**src/rtl/mcdt_fmt_pkg.sv**
```systemverilog
// Shared types, header layout and header builder for the mcdt output formatter.
package mcdt_fmt_pkg;

  typedef enum logic [1:0] {ST_IDLE, ST_HDR, ST_PAY, ST_TRL} fmt_state_e;

  localparam int         NCH           = 3;
  localparam logic [7:0] HDR_MAGIC     = 8'hA5;
  localparam int         HDR_MAGIC_LSB = 24;
  localparam int         HDR_TRL_BIT   = 23;
  localparam int         HDR_CH_LSB    = 16;
  localparam int         HDR_LEN_LSB   = 0;

  function automatic logic [31:0] build_hdr(input logic [1:0] ch, input logic [15:0] len,
                                            input logic trl);
    logic [31:0] h;
    h = '0;
    h[HDR_MAGIC_LSB +: 8] = HDR_MAGIC;
    h[HDR_TRL_BIT]        = trl;
    h[HDR_CH_LSB +: 2]    = ch;
    h[HDR_LEN_LSB +: 16]  = len;
    return h;
  endfunction

endpackage

```
**src/rtl/mcdt_fmt_if.sv**
```systemverilog
// Framed ready/valid output stream of the mcdt formatter.
interface mcdt_fmt_if;
  logic [31:0] fmt_data_o;
  logic        fmt_valid_o;
  logic        fmt_ready_i;
  logic        fmt_sof_o;
  logic        fmt_eof_o;
  logic [1:0]  fmt_chid_o;

  modport master (output fmt_data_o, fmt_valid_o, fmt_sof_o, fmt_eof_o, fmt_chid_o,
                  input  fmt_ready_i);
  modport slave  (input  fmt_data_o, fmt_valid_o, fmt_sof_o, fmt_eof_o, fmt_chid_o,
                  output fmt_ready_i);
endinterface

```
**src/rtl/mcdt_fmt_fifo.sv**
```systemverilog
// Per-channel synchronous FIFO; pointers wrap modulo DEPTH (power of 2), count is log2(DEPTH)+1 bits.
module mcdt_fmt_fifo #(
  parameter int DEPTH = 16,
  parameter int W     = 32
) (
  input  logic                   clk_i,
  input  logic                   rst_i,
  input  logic                   push_i,
  input  logic                   pop_i,
  input  logic [W-1:0]           data_i,
  output logic [W-1:0]           data_o,
  output logic                   full_o,
  output logic                   empty_o,
  output logic [$clog2(DEPTH):0] count_o
);
  localparam int AW = $clog2(DEPTH);

  logic [W-1:0]  mem_q [DEPTH];
  logic [AW-1:0] wr_q, wr_d, rd_q, rd_d;
  logic [AW:0]   cnt_q, cnt_d;
  logic          do_push, do_pop;

  assign empty_o = (cnt_q == '0);
  assign full_o  = (cnt_q == (AW+1)'(DEPTH));
  assign count_o = cnt_q;
  assign data_o  = mem_q[rd_q];

  // A pop in the same cycle frees the slot, so a full FIFO still accepts the push.
  assign do_pop  = pop_i && !empty_o;
  assign do_push = push_i && (!full_o || do_pop);

  always_comb begin
    wr_d  = wr_q;
    rd_d  = rd_q;
    cnt_d = cnt_q;
    if (do_push) wr_d = wr_q + AW'(1);
    if (do_pop)  rd_d = rd_q + AW'(1);
    if (do_push && !do_pop)      cnt_d = cnt_q + (AW+1)'(1);
    else if (!do_push && do_pop) cnt_d = cnt_q - (AW+1)'(1);
  end

  always_ff @(posedge clk_i) begin
    if (rst_i) begin
      wr_q  <= '0;
      rd_q  <= '0;
      cnt_q <= '0;
    end else begin
      wr_q  <= wr_d;
      rd_q  <= rd_d;
      cnt_q <= cnt_d;
    end
  end

  always_ff @(posedge clk_i) begin
    if (do_push) mem_q[wr_q] <= data_i;
  end

endmodule

```
**src/rtl/mcdt_formatter.sv**
```systemverilog
// Sorts the mcdt word stream into per-channel FIFOs and emits round-robin framed packets.
// Optional trailer (XOR of payload) compiled in with MCDT_FMT_CHKSUM_EN.
module mcdt_formatter #(
  parameter int LEN   = 4,
  parameter int DEPTH = 16
) (
  input  logic        clk_i,
  input  logic        rst_i,
  input  logic [31:0] mcdt_data_i,
  input  logic        mcdt_val_i,
  input  logic [1:0]  mcdt_id_i,
  mcdt_fmt_if.master  fmt,
  output logic [2:0]  ovf_o,
  input  logic        ovf_clr_i,
  output logic        bad_id_o
);
  import mcdt_fmt_pkg::*;

  localparam int CW = $clog2(DEPTH) + 1;
`ifdef MCDT_FMT_CHKSUM_EN
  localparam logic CHK_EN = 1'b1;
`else
  localparam logic CHK_EN = 1'b0;
`endif

  fmt_state_e             state_q, state_d;
  logic [1:0]             chid_q, chid_d, rr_q, rr_d, win;
  logic [CW-1:0]          cnt_q, cnt_d;
  logic [NCH-1:0]         ovf_q, ovf_d, ovf_set, push, pop, full, empty, elig;
  logic                   bad_q, bad_d, found, last;
  logic [NCH-1:0][31:0]   head;
  logic [NCH-1:0][CW-1:0] count;
  logic [31:0]            data_c;
  logic                   valid_c, sof_c, eof_c;
`ifdef MCDT_FMT_CHKSUM_EN
  logic [31:0]            xor_q, xor_d;
`endif

  for (genvar c = 0; c < NCH; c++) begin : g_ch
    assign push[c]    = mcdt_val_i && (mcdt_id_i == 2'(c)) && (!full[c] || pop[c]);
    assign ovf_set[c] = mcdt_val_i && (mcdt_id_i == 2'(c)) && full[c] && !pop[c];
    assign elig[c]    = (count[c] >= CW'(LEN));

    mcdt_fmt_fifo #(.DEPTH(DEPTH), .W(32)) u_fifo (
      .clk_i   (clk_i),
      .rst_i   (rst_i),
      .push_i  (push[c]),
      .pop_i   (pop[c]),
      .data_i  (mcdt_data_i),
      .data_o  (head[c]),
      .full_o  (full[c]),
      .empty_o (empty[c]),
      .count_o (count[c])
    );
  end

  // Search starts one past the last grant and wraps over the three channels.
  always_comb begin
    found = 1'b0;
    win   = rr_q;
    for (int i = 1; i <= NCH; i++) begin
      if (!found && elig[(int'(rr_q) + i) % NCH]) begin
        found = 1'b1;
        win   = 2'((int'(rr_q) + i) % NCH);
      end
    end
  end

  assign last  = (cnt_q == CW'(LEN - 1));
  assign bad_d = mcdt_val_i && (mcdt_id_i == 2'd3);
  assign ovf_d = (ovf_q & ~{NCH{ovf_clr_i}}) | ovf_set;

  always_comb begin
    state_d = state_q;
    chid_d  = chid_q;
    rr_d    = rr_q;
    cnt_d   = cnt_q;
    pop     = '0;
    data_c  = '0;
    valid_c = 1'b0;
    sof_c   = 1'b0;
    eof_c   = 1'b0;
`ifdef MCDT_FMT_CHKSUM_EN
    xor_d   = xor_q;
`endif
    case (state_q)
      ST_IDLE: begin
        if (found) begin
          state_d = ST_HDR;
          chid_d  = win;
          rr_d    = win;
        end
      end
      ST_HDR: begin
        valid_c = 1'b1;
        sof_c   = 1'b1;
        data_c  = build_hdr(chid_q, 16'(LEN), CHK_EN);
        if (fmt.fmt_ready_i) begin
          state_d = ST_PAY;
          cnt_d   = '0;
`ifdef MCDT_FMT_CHKSUM_EN
          xor_d   = '0;
`endif
        end
      end
      ST_PAY: begin
        valid_c = 1'b1;
        data_c  = head[chid_q];
        eof_c   = last && !CHK_EN;
        if (fmt.fmt_ready_i) begin
          pop[chid_q] = !empty[chid_q];
          cnt_d       = cnt_q + CW'(1);
`ifdef MCDT_FMT_CHKSUM_EN
          xor_d       = xor_q ^ head[chid_q];
          if (last) state_d = ST_TRL;
`else
          if (last) state_d = ST_IDLE;
`endif
        end
      end
`ifdef MCDT_FMT_CHKSUM_EN
      ST_TRL: begin
        valid_c = 1'b1;
        eof_c   = 1'b1;
        data_c  = xor_q;
        if (fmt.fmt_ready_i) state_d = ST_IDLE;
      end
`endif
      default: state_d = ST_IDLE;
    endcase
  end

  always_ff @(posedge clk_i) begin
    if (rst_i) begin
      state_q <= ST_IDLE;
      chid_q  <= 2'd0;
      rr_q    <= 2'd2;
      cnt_q   <= '0;
      ovf_q   <= '0;
      bad_q   <= 1'b0;
`ifdef MCDT_FMT_CHKSUM_EN
      xor_q   <= '0;
`endif
    end else begin
      state_q <= state_d;
      chid_q  <= chid_d;
      rr_q    <= rr_d;
      cnt_q   <= cnt_d;
      ovf_q   <= ovf_d;
      bad_q   <= bad_d;
`ifdef MCDT_FMT_CHKSUM_EN
      xor_q   <= xor_d;
`endif
    end
  end

  assign fmt.fmt_data_o  = data_c;
  assign fmt.fmt_valid_o = valid_c;
  assign fmt.fmt_sof_o   = sof_c;
  assign fmt.fmt_eof_o   = eof_c;
  assign fmt.fmt_chid_o  = chid_q;
  assign ovf_o           = ovf_q;
  assign bad_id_o        = bad_q;

endmodule

```
**src/flat_wrapper.sv**
```systemverilog
// flat-port wrapper written by rule: the top's interface ports become plain ports
module mcdt_formatter_flat import mcdt_fmt_pkg::*;
#(
  parameter int LEN   = 4,
  parameter int DEPTH = 16
)
  (clk_i, rst_i, mcdt_data_i, mcdt_val_i, mcdt_id_i, ovf_o, ovf_clr_i, bad_id_o, fmt_fmt_data_o, fmt_fmt_valid_o, fmt_fmt_sof_o, fmt_fmt_eof_o, fmt_fmt_chid_o, fmt_fmt_ready_i);
  mcdt_fmt_if fmt_i ();
  input  logic clk_i;
  input  logic rst_i;
  input  logic [31:0] mcdt_data_i;
  input  logic mcdt_val_i;
  input  logic [1:0] mcdt_id_i;
  output logic [2:0] ovf_o;
  input  logic ovf_clr_i;
  output logic bad_id_o;
  output wire logic [$bits(fmt_i.fmt_data_o)-1:0] fmt_fmt_data_o;
  output wire logic [$bits(fmt_i.fmt_valid_o)-1:0] fmt_fmt_valid_o;
  output wire logic [$bits(fmt_i.fmt_sof_o)-1:0] fmt_fmt_sof_o;
  output wire logic [$bits(fmt_i.fmt_eof_o)-1:0] fmt_fmt_eof_o;
  output wire logic [$bits(fmt_i.fmt_chid_o)-1:0] fmt_fmt_chid_o;
  input wire logic [$bits(fmt_i.fmt_ready_i)-1:0] fmt_fmt_ready_i;
  assign fmt_fmt_data_o = fmt_i.fmt_data_o;
  assign fmt_fmt_valid_o = fmt_i.fmt_valid_o;
  assign fmt_fmt_sof_o = fmt_i.fmt_sof_o;
  assign fmt_fmt_eof_o = fmt_i.fmt_eof_o;
  assign fmt_fmt_chid_o = fmt_i.fmt_chid_o;
  assign fmt_i.fmt_ready_i = fmt_fmt_ready_i;
  mcdt_formatter #(.LEN(LEN), .DEPTH(DEPTH)) u_core (.clk_i(clk_i), .rst_i(rst_i), .mcdt_data_i(mcdt_data_i), .mcdt_val_i(mcdt_val_i), .mcdt_id_i(mcdt_id_i), .fmt(fmt_i), .ovf_o(ovf_o), .ovf_clr_i(ovf_clr_i), .bad_id_o(bad_id_o));
endmodule
```
**config.mk**
```make
export PLATFORM = sky130hd
export DESIGN_NAME = mcdt_formatter_flat
export DESIGN_NICKNAME = d
export VERILOG_FILES = /design/src/rtl/mcdt_fmt_pkg.sv /design/src/rtl/mcdt_fmt_if.sv /design/src/rtl/mcdt_fmt_fifo.sv /design/src/rtl/mcdt_formatter.sv /design/src/flat_wrapper.sv
export SDC_FILE = /design/constraint.sdc
export NUM_CORES = 1
export LEC_CHECK = 0
export ABC_AREA = 0
export CORE_MARGIN = 2
export CORE_UTILIZATION = 50
export DETAILED_ROUTE_END_ITERATION = 7
export MAX_ROUTING_LAYER = met4
export PLACE_DENSITY_LB_ADDON = 0.1
export SLEW_MARGIN = 40
export SYNTH_ARGS = -nofsm -noshare
export SYNTH_HDL_FRONTEND = slang
export SYNTH_HIERARCHICAL = 1
export SYNTH_SLANG_ARGS = --single-unit
```
**constraint.sdc**
```tcl
create_clock -name clk_i -period 13.7 [get_ports clk_i]
set_clock_uncertainty 0.05 [all_clocks]
set_input_delay 2.74 -clock clk_i [delete_from_list [all_inputs] [get_ports clk_i]]
set_output_delay 2.74 -clock clk_i [all_outputs]
set_load 0.1 [all_outputs]
```
==> results.sh, run 1 <==
export IMPL_status="finished, final reports clean"
export IMPL_initial_core_util=0.502
export IMPL_insertion_delay_ns=0.80
export IMPL_rows=129
export IMPL_die_w_um=356
export IMPL_grt_total_usage=0.255
export IMPL_fmax_mhz=126
export IMPL_hpwl_um=87200
export IMPL_grt_pass1_vias=31333
export IMPL_drt_wirelength_per_cell_um=31.6
export IMPL_htreeDepth=4
export IMPL_area_growth_pct=13.4
export IMPL_post_cts_setup_buffers=0
export IMPL_vdd_drop_max_v=0.000142
export IMPL_critPathCaptureType="output port"
export IMPL_hp_class="flip-flop to flip-flop"
export IMPL_post_drt_via_cell_ratio=6.26
export IMPL_synthFlopType="edfxtp_1"
export IMPL_period_minus_slack_ns=7.92
export IMPL_cts_inserted_buffers=165
export IMPL_p_per_area_nw_per_um2=148
export IMPL_final_common_cell="edfxtp_1"
export IMPL_grt_pass1_wl_um=222000
export IMPL_synth_ff_latch_count=1601
export IMPL_drtIter0Drc=3316
export IMPL_worstPathRequired_ns=10.91
export IMPL_fin_tns_setup_ns=0
export IMPL_leakage_uw=0.0219
export IMPL_min_period_over_period=0.578
export IMPL_cts_sinks=1601
export IMPL_drv_slew=0
export IMPL_async_flop_share=0
export IMPL_ys_seq_area_frac=0.766
export IMPL_worst_slew_pin_slew_ns=0.861
export IMPL_drive_gt1_frac=0.268
export IMPL_start_kind="flip-flop"
export IMPL_syn_inst=2945
export IMPL_arrival_ns=5.13
export IMPL_syn_area_um2=61900
export IMPL_cts_tree="built"
export IMPL_core_um2=123000
export IMPL_crit_fanout=54
export IMPL_place_congestion=0.790
export IMPL_dieArea_um2=127000
export IMPL_final_hold_violation_count=0
export IMPL_crit_type="flip-flop to output port"
export IMPL_cap_violations=0
export IMPL_ant_nets=0
export IMPL_synth_edff_count=1536
export IMPL_hold_ws_ns=0.445
export IMPL_port_buffers=79
export IMPL_cts_hold_buf=0
export IMPL_grt_max_degree=89
export IMPL_cts_resized=0
export IMPL_clk_pin_slew_ns=0.06
export IMPL_route_detailed_drc=0
export IMPL_ioPinCount=80
export IMPL_wl_um=154000
export IMPL_ys_warn_count=6
export IMPL_synth_cell_types=61
export IMPL_setup_violations=0
export IMPL_vias=30638
export IMPL_clockBufferDepth=3
export IMPL_first_pass_iters=5
export IMPL_clockRootBuffer="clkbuf_16"
export IMPL_synth_avg_cell_area_um2=21.0
export IMPL_mostFrequentLayoutCells="edfxtp_1, mux4_2, a22oi_1"
export IMPL_overflow=0
export IMPL_rsz0062_at_grt="false"
export IMPL_antenna_found_initial=7
export IMPL_slew_headroom=0.426
export IMPL_syn_num_nets=3022
export IMPL_nNetsFinal=3193
export IMPL_die_h_um=356
## cells by family after synthesis
logic type | count (synthesis) | synth area share
XOR/XNOR | 22 | 0.00311
adder cells (fa/ha/maj) | 38 | 0.00804
multiplexers | 428 | 0.147
buffers and inverters | 189 | 0.0129
AND/OR/NAND/NOR | 366 | 0.0273
flip-flops | 1601 | 0.766
AO/OA/AOI/OAI | 301 | 0.0362
## per-stage QoR
| stage | cells | power (uW) | instance area, um2 | utilization | setup slack [ns] |
|---|---|---|---|---|---|
| 2_1_floorplan | 2945 | 5870 | 61900 | - | 5.50 |
| 3_3_place_gp | 4578 | 6120 | 64900 | 0.526 | 5.91 |
| 3_5_place_dp | 4585 | 6130 | 64900 | 0.526 | 6.57 |
| 4_1_cts | 4886 | 10400 | 70200 | 0.569 | 5.69 |
| 5_1_grt | 4888 | 10700 | 70200 | 0.569 | 5.57 |
| 6_report | 4895 | 10400 | 70200 | 0.570 | 5.78 |
## worst paths after layout
path | cells past startpoint | start | to | slack [ns]
max | 10 | flip-flop | fmt_fmt_data_o[9] | 5.78
min | 2 | u_core/state_q[1]$_SDFFE_PP0P_ | u_core/state_q[1]$_SDFFE_PP0P_ | 0.45
min reg2reg | 2 | u_core/state_q[1]$_SDFFE_PP0P_ | u_core/state_q[1]$_SDFFE_PP0P_ | 0.45
max reg2reg | 16 | u_core/state_q[0]$_SDFFE_PP0P_ | u_core/g_ch[1].u_fifo/count_o[4]$_SDFFE_PP0P_ | 9.48
## worst max-delay path, cell delays in order, from the launching register on
cell	delay (ns)
dfxtp_4	0.61
buf_4	0.74
buf_4	0.74
mux4_2	0.40
a22oi_1	0.26
nand2_1	0.28
mux2i_1	0.43
nor2_1	0.08
a21oi_1	0.30
nor2_1	0.07
buf_2	0.31
## sequential cells by signal, indices dropped and copies added, names as in the netlist, named ones only
| name | cells |
|---|---|
| u_core/g_ch.u_fifo/rd_q | 12 |
| u_core/cnt_q | 5 |
| u_core/bad_id_o | 1 |
| u_core/fmt.fmt_chid_o | 2 |
| u_core/g_ch.u_fifo/wr_q | 12 |
| u_core/g_ch.u_fifo/count_o | 15 |
| u_core/g_ch.u_fifo/mem_q | 1536 |
| u_core/ovf_o | 3 |
| u_core/state_q | 2 |
| u_core/rr_q | 1 |
## cells in the mapped netlist, types with 5 or more instances
cell type  number  share of area
nor3b_1         5        0.00061
edfxtp_1     1536           0.74
nor3_1         12        0.00097
and3_1         11         0.0011
nor2b_1         9        0.00091
a31oi_1         6        0.00061
and2_1          9        0.00091
mux4_2        384           0.14
dfxtp_1        65          0.021
a211oi_1        5        0.00061
buf_2          42         0.0034
nand2b_1        6        0.00061
a22oi_1       195          0.024
nand2_1       115         0.0070
nand3_1        13         0.0011
ha_1           35         0.0071
xnor2_1         9         0.0013
nor4_1          7        0.00071
o21ai_0         8        0.00065
nand3_2         6        0.00097
nor2_1        150         0.0091
inv_1          25         0.0015
or3_1           5        0.00050
clkbuf_1      109         0.0066
a221oi_1        5        0.00071
o211ai_1        6        0.00073
a21oi_1        47         0.0038
mux2_2          8         0.0015
mux2i_1        36         0.0058
xor2_1         13         0.0018
## cell type report
class / count / area [um2]
Timing Repair Buffer: 167 / 1300
Fill cell: 9198 / 53100
Antenna cell: 8 / 20.0
Clock inverter: 96 / 925
Multi-Input combinational cell: 1155 / 14100
Sequential cell: 1601 / 47500
Tap cell: 1637 / 2050
Clock buffer: 205 / 4320
Inverter: 26 / 97.6
## per-layer routing
metal,GRT usage,part of all wire,up-vias
met5,-,0,-
met1,0.346,0.41,16700
met3,0.0437,0.071,203
met4,0.0661,0.021,0
met2,0.404,0.49,1084
li1,-,-,12651
## power breakdown
group,switching [uW],internal (uW)
clock network,1840,2490
logic,477,152
registers,17.2,5390
total,2340,8030
(Power assumes the default switching activity.)
==> inputs of run 2 (changes only) <==
clock period = 7.3 ns   (was 13.7 ns; I/O delays follow)
==> run 2 against run 1 <==
Sequential power grew 89%. Count of clock-buffer cells in the layout is 4 lower. Non-clock buffer count increased by 7. Largest cell class unchanged. Highest routed layer unchanged.
==> results.sh, run 2 (synthesis gave the netlist of run 1 again) <==
export IMPL_grt_pass1_wl_um=223000
export IMPL_placed_area_um2=65200
export IMPL_grt_pass1_vias=31081
export IMPL_clockBufferDepth=3
export IMPL_initial_core_util=0.502
export IMPL_crit_fanout=32
export IMPL_clk_pin_slew_ns=0.06
export IMPL_insertion_delay_ns=0.77
export IMPL_post_cts_setup_buffers=0
export IMPL_period_minus_slack_ns=5.86
export IMPL_fillerInstances=9121
export IMPL_seq_power_share=0.525
export IMPL_setup_violations=0
export IMPL_p_comb_frac=0.058
export IMPL_route_detailed_drc=0
export IMPL_start_kind="flip-flop"
export IMPL_die_w_um=356
export IMPL_fin_util=0.571
export IMPL_cp_cell_sequence="buf_12 -> mux4_2 -> a22oi_1 -> nand2_1 -> mux2i_1 -> nor2_1 -> a21oi_1 -> nor2_1 -> buf_2"
export IMPL_mostFrequentLayoutCells="edfxtp_1, mux4_2, a22oi_1"
export IMPL_fin_tns_setup_ns=0
export IMPL_rows=129
export IMPL_hp_class="flip-flop to flip-flop"
export IMPL_critPathCaptureType="output port"
export IMPL_drt_wirelength_per_cell_um=31.6
export IMPL_cts_hold_buf=0
export IMPL_worst_path_buf_inv=2
export IMPL_drv_slew=0
export IMPL_leakage_uw=0.0220
export IMPL_setup_ws_ns=1.44
export IMPL_drtIter0Drc=3264
export IMPL_final_instance_count_excl_fill=4893
export IMPL_crit_type="flip-flop to output port"
export IMPL_final_common_cell="edfxtp_1"
export IMPL_vias=30393
export IMPL_wl_um=155000
export IMPL_final_hold_violation_count=0
export IMPL_first_pass_iters=7
export IMPL_pre_cts_slack_ns=1.69
export IMPL_worst_slew_pin_slew_ns=0.870
export IMPL_arrival_ns=4.35
export IMPL_fmax_mhz=171
export IMPL_p_per_area_nw_per_um2=275
export IMPL_clockRootBuffer="clkbuf_16"
export IMPL_cts_inserted_buffers=163
export IMPL_vdd_drop_max_v=0.000229
export IMPL_pwr_share_clk=0.416
export IMPL_dp_cells=4593
export IMPL_cts_tree="built"
export IMPL_place_congestion=0.834
export IMPL_switching_share=0.221
export IMPL_max_stage_delay_ns=0.79
export IMPL_htreeDepth=4
export IMPL_nNetsFinal=3198
export IMPL_grt_total_usage=0.256
export IMPL_cts_resized=0
export IMPL_largest_register_ffs=1536
export IMPL_overflow=0
export IMPL_cts_sinks=1601
export IMPL_port_buffers=79
export IMPL_worstPathRequired_ns=5.79
export IMPL_drive_gt1_frac=0.270
export IMPL_crit_top_cell="nor2_1"
export IMPL_post_drt_via_cell_ratio=6.21
export IMPL_cpMaxStageDelayCell="dfxtp_4"
export IMPL_path_delay_family="multiplexers"
export IMPL_p_switching_uw=4290
export IMPL_ioPinCount=80
export IMPL_die_h_um=356
export IMPL_antenna_found_initial=7
export IMPL_hpwl_um=89800
export IMPL_area_growth_pct=13.6
export IMPL_max_flop_register="u_core/g_ch.u_fifo/mem_q"
export IMPL_rsz0062_at_grt="false"
export IMPL_p_int_uw=15100
export IMPL_fin_area_um2=70400
export IMPL_ant_nets=0
export IMPL_cap_violations=0
export IMPL_grt_max_degree=62
export IMPL_slew_headroom=0.404
export IMPL_status="finished, final reports clean"
export IMPL_min_period_over_period=0.802
export IMPL_core_um2=123000
export IMPL_dieArea_um2=127000
## run 2: changes by cell type in the layout (fill, tap and decap cells not counted), sizes merged
| cell | previous run | this run |
|---|---|---|
| buf | 162 | 169 |
| bufinv | 13 | 14 |
| clkbuf | 205 | 201 |
| clkinv | 76 | 75 |
| clkinvlp | 1 | 4 |
| diode | 8 | 3 |
| inv | 32 | 29 |
## run 2: final cells by class
type / count / area (um2) / share of cell area
Antenna cell: 3 / 7.51 / 0.000107
Inverter: 26 / 97.6 / 0.00139
Clock inverter: 96 / 810 / 0.0115
Timing Repair Buffer: 174 / 1520 / 0.0216
Sequential cell: 1601 / 47500 / 0.674
Multi-Input combinational cell: 1155 / 14100 / 0.200
Clock buffer: 201 / 4330 / 0.0615
Tap cell: 1637 / 2050 / 0.0291
## run 2: metrics by stage
| stage | total power (uW) | hold WS [ns] |
|---|---|---|
| floorplan | 11000 | 0.401 |
| global placement | 11500 | 0.425 |
| detailed placement | 11500 | 0.432 |
| CTS | 19500 | 0.445 |
| global route | 19900 | 0.459 |
| finish | 19400 | 0.438 |
## run 2: power by group through the flow
stage	Sequential [uW]	Combinational, uW	Clock [uW]
2_1_floorplan	10300	679	0
3_3_place_gp	10400	1100	0
3_5_place_dp	10400	1120	0
4_1_cts	10200	1120	8220
5_1_grt	10200	1190	8590
6_report	10200	1130	8060
## run 2: final timing paths
| check | startpoint | end | slack [ns] | cells past startpoint |
|---|---|---|---|---|
| worst max-delay path | flip-flop | fmt_fmt_data_o[6] | 1.44 | 9 |
| worst min-delay path | u_core/ovf_o[0]$_SDFF_PP0_ | u_core/ovf_o[0]$_SDFF_PP0_ | 0.44 | 2 |
| worst max register to register | u_core/state_q[0]$_SDFFE_PP0P_ | u_core/g_ch[1].u_fifo/count_o[4]$_SDFFE_PP0P_ | 2.81 | 16 |
| worst min register to register | u_core/ovf_o[0]$_SDFF_PP0_ | u_core/ovf_o[0]$_SDFF_PP0_ | 0.44 | 2 |
## run 2: layer usage
metal	part of all wire	wire length [um]	global-route usage	vias to the layer above
met5	0	0	-	-
met4	0.025	3910	0.0723	0
met3	0.066	10200	0.0364	216
met2	0.50	77000	0.408	1139
met1	0.41	63600	0.350	16396
li1	-	-	-	12642
## run 2: worst min-delay path, stage by stage (launching register included)
cell and delay, ns:
dfxtp_1 0.33, a32oi_1 0.05, nor2_1 0.07
==> variant 1 (settings of run 1) <==
Change the package constant `HDR_MAGIC_LSB` from 24 to 12.
--- a/src/rtl/mcdt_fmt_pkg.sv
+++ b/src/rtl/mcdt_fmt_pkg.sv
@@ -5,7 +5,7 @@
 
   localparam int         NCH           = 3;
   localparam logic [7:0] HDR_MAGIC     = 8'hA5;
-  localparam int         HDR_MAGIC_LSB = 24;
+  localparam int         HDR_MAGIC_LSB = 12;
   localparam int         HDR_TRL_BIT   = 23;
   localparam int         HDR_CH_LSB    = 16;
   localparam int         HDR_LEN_LSB   = 0;
Formal check against the unedited RTL: same outputs for any inputs over 4 cycles, from zero or initial values and one cycle with rst_i high; that may be too few to reach the edited logic, so the function may still have changed.
==> variant 1 against run 1 <==
Worst setup slack better by 0.14 ns; sequential cell count stayed put; hold slack worse by 0.022 ns; via count is 0.68% higher; sequential power hardly changed; wire length is 2.5% higher; combinational power is 6.4% lower; first-iteration DRC count is 7.6% higher; total power is 0.98% higher; synthesized area hardly changed; maximum frequency is 1.9% higher; final area is 0.23% higher.
==> variant 1: results <==
metrics = {
    "grt": {
        "met1_usage": 0.346,
        "gr-usage-met3": 0.0491,
        "globalRouteMet2Util": 0.419,
        "grt_pass1_vias": 31500,
        "grt_max_degree": 76,
        "grt_pass1_wl_um": 225000,
    },
    "finish": {
        "multi_input_area_share": 0.200,
        "clock_area_frac": 0.0769,
        "n_all_inverters": 27,
        "nMultiInputCombCells": 1163,
        "drive_above_1_share": 0.268,
        "clkbuf_count": 206,
        "fillers": 9146,
        "antenna-diode-count": 6,
        "utilization": 0.571,
        "buf_share": 0.0184,
        "nNonClkBuffers": 169,
    },
    "pwr": {
        "p_sw_mw": 2.31,
        "fin_total_pwr_mw": 10.5,
        "vdd_drop_max_mv": 0.131,
        "p_comb_frac": 0.056,
        "p_leak_nw": 22.0,
    },
    "route": {
        "drt-met1-wl_um": 63700,
        "drt_iter0_drc": 3568,
        "routed_wl_um": 158000,
        "drtPass1Iterations": 7,
        "routed_via_density": 6.29,
        "wl_met3_um": 11800,
        "num_vias": 30800,
    },
    "placed_design": {
        "place_area_um2": 64900,
        "dp_slack_ns": 6.60,
        "dpl.cell_count": 4595,
        "dp_hpwl_um": 84700,
        "routabilityCongestion": 0.781,
    },
    "yosys": {
        "muxShareOfSynthArea": 0.147,
        "synth_adder_area_share": 0.00804,
        "syn_nets": 3033,
        "yosysSeqAreaShare": 0.766,
        "synth_compound_area_frac": 0.0359,
        "synth.distinct_cells": 60,
        "synth.avg_cell_area_um2": 21.0,
        "ys_top_cells_by_area": "edfxtp_1 (74%), mux4_2 (14%), a22oi_1 (2.4%)",
        "synthTopCellsByCount": "edfxtp_1 (1536), mux4_2 (384), a22oi_1 (195), nor2_1 (149), nand2_1 (117)",
    },
    "timing": {
        "tightestPinTransition_ns": 0.865,
        "hold_ws_ns": 0.424,
    },
    "setup_path": {
        "r2r-end": "u_core/g_ch[2].u_fifo/count_o[4]",
        "cpPeakStageDelay_ns": 0.69,
        "reg2reg_depth": 15,
        "cp.arrival_ns": 4.98,
        "endpoint": "fmt_fmt_data_o[18]",
        "path_max_fanout": 33,
        "slowest_stage": "dfxtp_4",
    },
    "run_status": {
        "status": "completed",
    },
    "floorplan": {
        "die_w_um": 356,
    },
}
-- variant 1: changes by cell type in the layout (fill, tap and decap cells not counted), moves of 5 or more --
cell	delta
a221oi_1	-5
clkinv_1	-8
a21oi_1	+10
clkdlybuf4s50_1	+5
mux2_2	-5
bufinv_16	+7
mux2i_1	+5
-- variant 1: worst min-delay path by stage --
| stage | start | endpoint | cells past startpoint |
|---|---|---|---|
| after floorplan | u_core/state_q[1] | u_core/state_q[1] | 2 |
| after global placement | u_core/ovf_o[1] | u_core/ovf_o[1] | 2 |
| after global routing | u_core/ovf_o[1] | u_core/ovf_o[1] | 2 |
| after CTS | u_core/ovf_o[1] | u_core/ovf_o[1] | 2 |
| after detailed placement | u_core/ovf_o[1] | u_core/ovf_o[1] | 2 |
| final | u_core/ovf_o[1] | u_core/ovf_o[1] | 2 |
==> variant 2 (flow settings as in run 1) <==
Made on the original files. Register the output `ovf_o` once more, cleared by the reset; this adds one clock of latency there. The other outputs are not delayed to match.
--- a/src/rtl/mcdt_formatter.sv
+++ b/src/rtl/mcdt_formatter.sv
@@ -159,7 +159,13 @@
   assign fmt.fmt_sof_o   = sof_c;
   assign fmt.fmt_eof_o   = eof_c;
   assign fmt.fmt_chid_o  = chid_q;
-  assign ovf_o           = ovf_q;
+  always_ff @(posedge clk_i) begin
+    if (rst_i) begin
+      ovf_o <= '0;
+    end else begin
+      ovf_o <= ovf_q;
+    end
+  end
   assign bad_id_o        = bad_q;
 
 endmodule
Check against the original RTL: no difference found for any inputs over 4 cycles, from zero or initial values and one cycle with rst_i high; that may be too few to reach the edited logic, so the function may still have changed.
==> variant 2 against run 1 <==
Sequential cell count rose by 3; non-clock buffer count rose by 3; wire length barely moved; total power fell by 1.2%; worst setup slack got worse by 0.060 ns; sequential share of layout area rose by 0.21 points; final area fell by 0.19%; synthesized area rose by 0.14%; critical path type unchanged; largest cell class unchanged; highest routed layer unchanged.
==> variant 2: results <==
metrics = {
    "placed_design": {
        "place_area_um2": 65000,
        "routabilityCongestion": 0.853,
        "dpl.cell_count": 4599,
        "dp_slack_ns": 6.59,
        "dp_hpwl_um": 82800,
        "port_buffers": 79,
    },
    "setup_path": {
        "cpPeakStageDelay_ns": 0.76,
        "path_max_fanout": 52,
        "cp.arrival_ns": 5.19,
    },
    "yosys": {
        "ys_top_cells_by_area": "edfxtp_1 (74%), mux4_2 (14%), a22oi_1 (2.4%)",
        "syn_nets": 3037,
        "synth.distinct_cells": 60,
        "synthTopCellsByCount": "edfxtp_1 (1536), mux4_2 (384), a22oi_1 (195), nor2_1 (154), nand2_1 (117)",
        "synth.avg_cell_area_um2": 21.0,
        "synth.top_cell.area_share": 0.744,
        "yosysSeqAreaShare": 0.766,
    },
    "timing": {
        "relSlewSlack": 0.360,
    },
    "route": {
        "wl_per_cell_um": 31.6,
        "drt_iter0_drc": 3742,
        "routed_via_density": 6.24,
        "drtPass1Iterations": 8,
        "routed_wl_um": 155000,
    },
    "finish": {
        "fillers": 9086,
        "largest_reg_flops": 1536,
        "finalNetCount": 3205,
        "top_register": "u_core/g_ch.u_fifo/mem_q",
        "utilization": 0.568,
        "drive_above_1_share": 0.267,
    },
    "run_status": {
        "status": "completed",
    },
    "grt": {
        "grt_pass1_vias": 31000,
        "grt_max_degree": 95,
        "grtUsageTotal": 0.254,
        "antenna_found_initial": 4,
        "grt_pass1_wl_um": 220000,
    },
    "pwr": {
        "vdd_drop_max_mv": 0.128,
        "p_leak_nw": 21.9,
    },
    "clock_tree": {
        "insertion_delay_ns": 0.75,
        "cts_buffers": 161,
        "cts.clk_slew.worst_paths_ns": 0.06,
    },
    "min_path": {
        "hold_class": "reg2reg",
    },
}
[variant 2: through the flow]
| step | hold WS (ns) | total power [mW] |
|---|---|---|
| 6_report | 0.406 | 10.2 |
| 5_1_grt | 0.419 | 10.6 |
| 4_1_cts | 0.399 | 10.3 |
| 3_5_place_dp | 0.409 | 6.13 |
| 3_3_place_gp | 0.404 | 6.13 |
| 2_1_floorplan | 0.388 | 5.88 |
[variant 2: cell families (layout without fill, tap and decap cells)]
kind of cell | count (synthesis) | count (layout) | synth area share
compound gates | 300 | 300 | 0.0359
xor+xnor | 22 | 22 | 0.00311
fa+ha+maj | 38 | 38 | 0.00803
buf+inv | 192 | 483 | 0.0130
flops | 1604 | 1604 | 0.766
mux | 428 | 428 | 0.147
other cells | 0 | 6 | 0
simple gates | 376 | 376 | 0.0279
[variant 2: power by group]
group          leakage, nW  switching (mW)  internal (mW)
Clock                 2.44            1.77           2.43
Sequential            14.4          0.0188           5.39
Combinational         5.06           0.474          0.150
Total                 21.9            2.26           7.98
[variant 2: final timing paths]
kind,start,cells past startpoint,to,slack [ns]
min reg2reg,u_core/ovf_q[1],1,u_core/ovf_o[1],0.41
max,flop,10,fmt_fmt_data_o[15],5.72
min,u_core/ovf_q[1],1,u_core/ovf_o[1],0.41
max reg2reg,u_core/state_q[0],16,u_core/g_ch[1].u_fifo/count_o[4],9.36
[variant 2: area by class of cell]
cell class / count / area share
sequential: 1604 / 0.678
multi-input combinational: 1164 / 0.201
timing repair buffer: 170 / 0.0188
clock inverter: 76 / 0.00974
antenna: 6 / 0.000214
tap: 1637 / 0.0292
inverter: 27 / 0.00145
clock buffer: 210 / 0.0619
[variant 2: routing by layer]
layer,global-route usage,part of all wire,vias to the layer above
met5,-,0,-
li1,-,-,12700
met2,0.398,0.49,1188
met4,0.0846,0.031,0
met3,0.0451,0.072,254
met1,0.341,0.41,16400
[variant 2: worst reg2reg max path: stages, from the launching register on]
cell and delay, ns:
dfxtp_1 0.33, inv_1 0.08, ha_1 0.47, nand2_1 0.28, nor4_1 0.24, buf_4 0.24, nand2b_1 0.19, nor2b_2 0.56
o31ai_4 0.21, inv_1 0.10, ha_1 0.17, inv_1 0.11, ha_1 0.35, a21oi_1 0.21, a211oi_1 0.09, a31oi_1 0.18
mux2_2 0.35
